## config.mk

```make
export PLATFORM = sky130hd
export DESIGN_NAME = crc_stream_engine
export DESIGN_NICKNAME = d
export VERILOG_FILES = /design/src/rtl/crc_stream_engine.sv
export SDC_FILE = /design/constraint.sdc
export NUM_CORES = 1
export LEC_CHECK = 0
export CAP_MARGIN = 40
export CORE_MARGIN = 2
export CORE_UTILIZATION = 40
export DETAILED_ROUTE_END_ITERATION = 10
export GPL_TIMING_DRIVEN = 0
export PLACE_DENSITY_LB_ADDON = 0.1
export SLEW_MARGIN = 20
export SYNTH_ARGS = -nofsm -noshare
export SYNTH_HDL_FRONTEND = slang
export SYNTH_SLANG_ARGS = --single-unit
```

## constraint.sdc

```tcl
create_clock -name clk -period 5.6 [get_ports clk]
set_clock_uncertainty 0.1 [all_clocks]
set_input_delay 0.84 -clock clk [delete_from_list [all_inputs] [get_ports clk]]
set_output_delay 0.84 -clock clk [all_outputs]
set_load 0.05 [all_outputs]
```

## src/rtl/crc_stream_engine.sv

```systemverilog
// rtl/crc_stream_engine.sv - parametrised streaming CRC generator/checker with valid/ready framing
// Optional CRC_CHECK_EN adds the crc_match residue comparator and the RESIDUE parameter.
module crc_stream_engine #(
  parameter int          CRC_W  = 32,
  parameter int          DATA_W = 8,
  parameter logic [63:0] POLY   = 64'h0000_0000_04C1_1DB7,
  parameter logic [63:0] INIT   = 64'h0000_0000_FFFF_FFFF,
`ifdef CRC_CHECK_EN
  parameter logic [63:0] RESIDUE = 64'h0,
`endif
  parameter logic [63:0] XOROUT = 64'h0
) (
  input  logic              clk,
  input  logic              rst_n,
  input  logic              clear,
  input  logic              in_valid,
  output logic              in_ready,
  input  logic [DATA_W-1:0] in_data,
  input  logic              in_last,
  output logic              crc_valid,
  input  logic              out_ready,
  output logic [CRC_W-1:0]  crc_out,
  output logic [15:0]       beat_cnt,
`ifdef CRC_CHECK_EN
  output logic              crc_match,
`endif
  output logic              busy
);

  typedef enum logic [1:0] {S_IDLE = 2'd0, S_RUN = 2'd1, S_HOLD = 2'd2} state_t;

  localparam logic [CRC_W-1:0] P_POLY = POLY[CRC_W-1:0];
  localparam logic [CRC_W-1:0] P_INIT = INIT[CRC_W-1:0];
  localparam logic [CRC_W-1:0] P_XOR  = XOROUT[CRC_W-1:0];

  state_t             r_state;
  state_t             w_state_nxt;
  logic [CRC_W-1:0]   r_lfsr;
  logic [CRC_W-1:0]   r_crc;
  logic [15:0]        r_cnt;
  logic [CRC_W-1:0]   w_lfsr_nxt;
  logic               w_accept;

  // Whole beat folded in one cycle, MSB of the beat first.
  function automatic logic [CRC_W-1:0] f_step(input logic [CRC_W-1:0] c,
                                              input logic [DATA_W-1:0] d);
    logic [CRC_W-1:0] r;
    r = c;
    for (int i = DATA_W - 1; i >= 0; i--) begin
      if (r[CRC_W-1] ^ d[i]) r = (r << 1) ^ P_POLY;
      else                   r = r << 1;
    end
    return r;
  endfunction

  assign w_lfsr_nxt = f_step(r_lfsr, in_data);
  assign in_ready   = !clear && (r_state != S_HOLD);
  assign w_accept   = in_valid && in_ready;
  assign crc_valid  = (r_state == S_HOLD);
  assign busy       = (r_state != S_IDLE);
  assign crc_out    = r_crc;
  assign beat_cnt   = r_cnt;

  always_ff @(posedge clk or negedge rst_n) begin
    if (!rst_n) r_state <= S_IDLE;
    else        r_state <= w_state_nxt;
  end

  always_comb begin
    w_state_nxt = r_state;
    if (clear) begin
      w_state_nxt = S_IDLE;
    end else begin
      case (r_state)
        S_IDLE, S_RUN: if (w_accept) w_state_nxt = in_last ? S_HOLD : S_RUN;
        S_HOLD:        if (out_ready) w_state_nxt = S_IDLE;
        default:       w_state_nxt = S_IDLE;
      endcase
    end
  end

  always_ff @(posedge clk or negedge rst_n) begin
    if (!rst_n) begin
      r_lfsr <= P_INIT;
      r_crc  <= '0;
      r_cnt  <= '0;
    end else if (clear) begin
      r_lfsr <= P_INIT;
      r_cnt  <= '0;
    end else if (w_accept) begin
      r_lfsr <= w_lfsr_nxt;
      if (r_state == S_IDLE)    r_cnt <= 16'd1;
      else if (r_cnt != 16'hFFFF) r_cnt <= r_cnt + 16'd1;
      if (in_last) r_crc <= w_lfsr_nxt ^ P_XOR;
    end else if ((r_state == S_HOLD) && out_ready) begin
      r_lfsr <= P_INIT;
    end
  end

`ifdef CRC_CHECK_EN
  logic r_match;
  assign crc_match = r_match;

  // Compared against the raw remainder, before the output XOR is applied.
  always_ff @(posedge clk or negedge rst_n) begin
    if (!rst_n)                                 r_match <= 1'b0;
    else if (clear)                             r_match <= 1'b0;
    else if (w_accept && in_last)               r_match <= (w_lfsr_nxt == RESIDUE[CRC_W-1:0]);
    else if ((r_state == S_HOLD) && out_ready)  r_match <= 1'b0;
  end
`endif

endmodule

```

**After elaboration in Yosys (flattened, before gate mapping)**

Index checks and enable logic that the tools add are counted.
Widths: inputs -> output; s select.

- $add $sub $neg: 1
- Reductions and logical operators: 13
- Multiplexer cells: 20
- Equality and inequality tests: 6
- Bitwise logic cells: 17

Operators by type and width:

| operator | number |
|---|---|
| $mux 27 | 8 |
| $not 14->14 | 8 |
| $mux 32 | 3 |
| $mux 16 | 4 |
| $add 16x1->16 const B | 1 |
| $ne 16x16->1 const B | 1 |
| $mux 2 | 4 |
| $xor 1x1->1 | 8 |
| $reduce_bool 3->1 | 2 |
| $pmux 2 s2 | 1 |
| $reduce_and 2->1 | 2 |
| $reduce_bool 2->1 | 2 |
| $logic_and 1x1->1 | 3 |
| $ne 3x2->1 const B | 1 |
| $ne 3x3->1 const B | 1 |
| $reduce_and 3->1 | 1 |
| $eq 2x1->1 const B | 1 |
| $eq 2x2->1 const B | 1 |
| $logic_not 2->1 | 1 |
| $ne 2x2->1 const B | 1 |
| $reduce_or 2->1 | 1 |
| $logic_not 1->1 | 1 |
| $not 1->1 | 1 |

- Input port bits: 14
- Register bits: 82
- Word-level logic and storage cells: 61
- Output and inout port bits: 51

**Logic depth before layout (Yosys ltp)**

- Depth in word-level cells: 18
- Depth in mapped cells: 7

**Worst setup path before layout**

No wires, ideal clock.

- Path type: input to output
- Start point: in clear
- End point: out in_ready
- Data arrival time: 1.643 ns
- Setup slack: 3.017 ns
- Stages on the path: 2
- Path through: buf_2 nor2_1

- Longest elaborated chain between the ends: 2

RTL lines:

| element | RTL line | source |
|---|---|---|
| start, declared | 15 | `input logic clear,` |
| $logic_not 1->1 | 57 | `assign in_ready = !clear && (r_state != S_HOLD);` |
| $logic_and 1x1->1 | 57 |  |
| end, declared | 17 | `output logic in_ready,` |

No other way between the ends.

**Worst setup path after layout**

- Start point: in in_data[3]
- End point: reg r_crc[7] (netlist: crc_out[7])

- Longest elaborated chain between the ends: 7

RTL lines:

| element | RTL line | source |
|---|---|---|
| start, declared | 18 | `input logic [DATA_W-1:0] in_data,` |
| $xor 1x1->1 * | 50 | `if (r[CRC_W-1] ^ d[i]) r = (r << 1) ^ P_POLY;` |
| $mux 27 * | 50 |  |
| $not 14->14 (no line) | - |  |
| $mux 27 * (2 in a row) | 50 |  |
| $not 14->14 (no line) | - |  |
| $mux 27 * | 50 |  |
| end signal, assigned | 94 | `if (in_last) r_crc <= w_lfsr_nxt ^ P_XOR;` |
| end, declared | 39 | `logic [CRC_W-1:0] r_crc;` |

Mark *: on every way between the ends. The rest lies on a longest branch, timed or not.
A chain may end at the register's enable or synchronous reset.

==> flow_summary.json <==
{
  "ir_drop_uv": 406,
  "path_cells": "clkdlybuf4s50_1 > xnor2_1 > xor2_1 > xnor2_1 > xnor2_1 > o21ai_0",
  "ys_seq_elements": 82,
  "crit_cells": 6,
  "grt_pass1_wl_um": 15700,
  "power_frac_comb_pct": 56.1,
  "cts_made_buffers": 9,
  "synth_edf_count": 0,
  "endpoint_kind": "flop",
  "clk_latency_ns": 0.36,
  "cts_tree": "built",
  "cts_buffer_depth": 2,
  "grt_pass1_vias": 3028,
  "initial_core_util_pct": 41.2,
  "drc_errors": 0,
  "fp.dieArea_um2": 10900,
  "critical_path_buf_inv_count": 1,
  "antenna_found_initial": 0,
  "routed_wl_um": 9150,
  "synthCells": 385,
  "clockRootBuffer": "clkbuf_8",
  "setup_viol": 0,
  "yosys_most_used_dff": "dfrtp_1",
  "drv_cap": 0,
  "run_status": "finished clean",
  "pwr-share-seq_pct": 28.7,
  "grt_overflow": 0,
  "crit_path_frequent_cell": "xnor2_1",
  "dp_hpwl_um": 6680,
  "crit_family": "XOR/XNOR gates",
  "post-place-cells": 582,
  "wire_per_inst_um": 15.3,
  "post-place-ws_ns": 2.28,
  "avgSynthCellArea_um2": 10.5,
  "place.gp.congestion": 0.779,
  "p_per_area_nw_per_um2": 653,
  "hold_ws_ns": 0.307,
  "hp-class": "in -> async",
  "totalPowerFinal_mw": 3.32,
  "r2r_cells": 7,
  "max_stage_delay_ns": 0.53,
  "yosysTopAreaCellShare_pct": 31.0,
  "track_usage_pct": 18.0,
  "die_h_um": 104,
  "dr.pass1.iters": 5,
  "synthTopCellsByArea": "dfrtp_1 (31%), dfstp_2 (21%), xnor2_1 (9.3%), a21oi_1 (5.6%), o21ai_0 (4.1%)",
  "slew_headroom_pct": 52.4,
  "post-route-util_pct": 52.0,
  "period_needed_ns": 2.90,
  "synthesis.nets": 400,
  "vias": 2982,
  "clkSlewWorstSetupHoldPaths_ns": 0.09,
  "num_rows": 36,
  "ios": 65,
  "critPathKind": "in -> reg",
  "switchingPower_mw": 1.49,
  "instances_no_fill": 598,
  "fin_nets": 475,
  "cp_max_fo": 4,
  "intPower_mw": 1.84,
  "post-route-period-util_pct": 51.8,
  "core_um2": 9770,
  "synth-seq-area-share_pct": 51.9,
  "cts_hold_buf": 0,
  "post-cts-setup-buffers": 0,
  "arrival_ns": 3.03,
  "rsz0062_at_grt": "no",
  "drv_slew": 0,
  "cts_sinks": 82,
  "synth_cell_types": 39,
  "tns_ns": 0,
  "antenna_cells": 0,
  "ys_warn_count": 0,
  "die_x_um": 104,
  "design_area_um2": 5090,
  "cp-start-kind": "input port",
  "slowest_stage": "xnor2_1",
  "htree_levels": 3,
  "area_growth_pct": 26.2,
  "yosysTopAreaCell": "dfrtp_1",
  "setup_ws_ns": 2.70,
  "viasPerCell": 4.99,
  "swShare_pct": 44.8,
  "drive_gt1_share_pct": 14.0,
  "mappedNetlistArea_um2": 4030,
  "finalHoldViolations": 0,
  "power_frac_clock_pct": 15.3,
  "ys_async_sr_fraction_pct": 100,
  "first_iter_violations": 106,
  "p_leak_nw": 1.94,
  "grt_max_degree": 55,
  "cts_resized": 0,
  "max_freq_ghz": 0.344,
  "io_buffers": 63,
  "cp.required_ns": 5.73,
  "postRouteAntennaNets": 0,
  "fillCellCount": 920,
  "worst_slew_pin_slew_ns": 0.712,
  "place_area_um2": 4850
}
state kept, by name (all words and copies together) (netlist names):
name and cells:
beat_cnt 16, crc_out 32, r_lfsr 32, r_state 2
synth_stat cells, types with 4 or more instances:
cell type and n:
xnor2_1 43, nor2_1 38, nand3_1 4, or4_1 9
o31ai_1 10, inv_1 4, clkbuf_1 14, xor2_1 18
o21ai_0 33, dfstp_2 32, dfrtp_1 50, a21oi_1 45
nand4_1 4, xnor2_2 5, nand2_1 43
worst paths after layout:
| kind | startpoint | endpoint | slack (ns) |
|---|---|---|---|
| worst max-delay path | in_data[3] | crc_out[7] | 2.70 |
| worst min-delay path | rst_n | beat_cnt[0] | 0.31 |
| worst max register to register | r_state[0] | crc_out[4] | 3.12 |
| worst min register to register | crc_out[25] | crc_out[25] | 0.38 |
| max in group asynchronous | rst_n | r_lfsr[31] | 4.43 |
| min in group clk | crc_out[25] | crc_out[25] | 0.38 |
layer usage:
metal  part of all wire, %  global-route usage [%]  routed length, um  vias up
met5                     0                       0                  0        -
met4                   1.1                    6.66                 99        0
met3                   4.1                    3.13                377       10
met2                    45                    27.2               4090       62
met1                    50                    25.9               4580     1444
li1                      -                       -                  -     1466
cell families (layout without fill, tap and decap cells):
family	after synthesis	count (layout)	synth area share [%]
compound gates	96	96	13.2
xor+xnor	74	74	19.7
fa+ha+maj	1	1	0.310
buf+inv	21	101	1.99
flops	82	82	51.9
mux	2	2	0.559
simple gates	109	109	12.4
cells in the final DEF (no fill, tap or decap), types with 2 or more instances in the layout:
master / Yosys / final
or4_1: 9 / 9
clkdlybuf4s50_1: 0 / 62
nand3_1: 4 / 4
clkbuf_8: 0 / 9
buf_1: 2 / 2
xnor2_2: 5 / 5
nand4_1: 4 / 4
a21oi_1: 45 / 45
o21ai_0: 33 / 33
o31ai_1: 10 / 10
o22a_1: 2 / 2
clkbuf_1: 14 / 16
or3_1: 2 / 2
dfrtp_1: 50 / 50
xor2_1: 18 / 18
nor2_1: 38 / 38
bufinv_16: 0 / 3
xor2_2: 3 / 3
dfstp_2: 32 / 32
inv_1: 4 / 4
nand2_1: 43 / 43
xnor2_1: 43 / 43
nand2b_1: 2 / 2
xor2_4: 2 / 2
and4_1: 2 / 2
mux2_2: 2 / 2
power by group through the flow:
stage | sequential [mW] | clock (mW) | combinational (mW)
final | 0.953 | 0.508 | 1.86
after global routing | 0.979 | 0.541 | 2.00
after CTS | 0.955 | 0.519 | 1.88
after detailed placement | 0.966 | 0 | 1.87
after global placement | 0.959 | 0 | 1.86
after floorplan | 1.33 | 0 | 0.956
cell type report:
cell class	instances	area, um^2	share of cell area [%]
multi-input combinational	282	1860	36.5
inverter	4	15.0	0.295
sequential	82	2090	41.1
buffer	17	65.1	1.28
clock buffer	11	131	2.58
clock inverter	5	103	2.02
timing repair buffer	64	656	12.9
tap	133	166	3.27
worst reg2reg max path, cell delays in order (launching register included):
cell	delay, ns
dfrtp_1	0.39
nand2b_1	0.19
inv_1	0.10
nor3b_1	0.60
nand2_1	0.44
clkbuf_1	0.34
nand2_1	0.12
o21ai_0	0.09
Power figures use the tool's default switching activity.
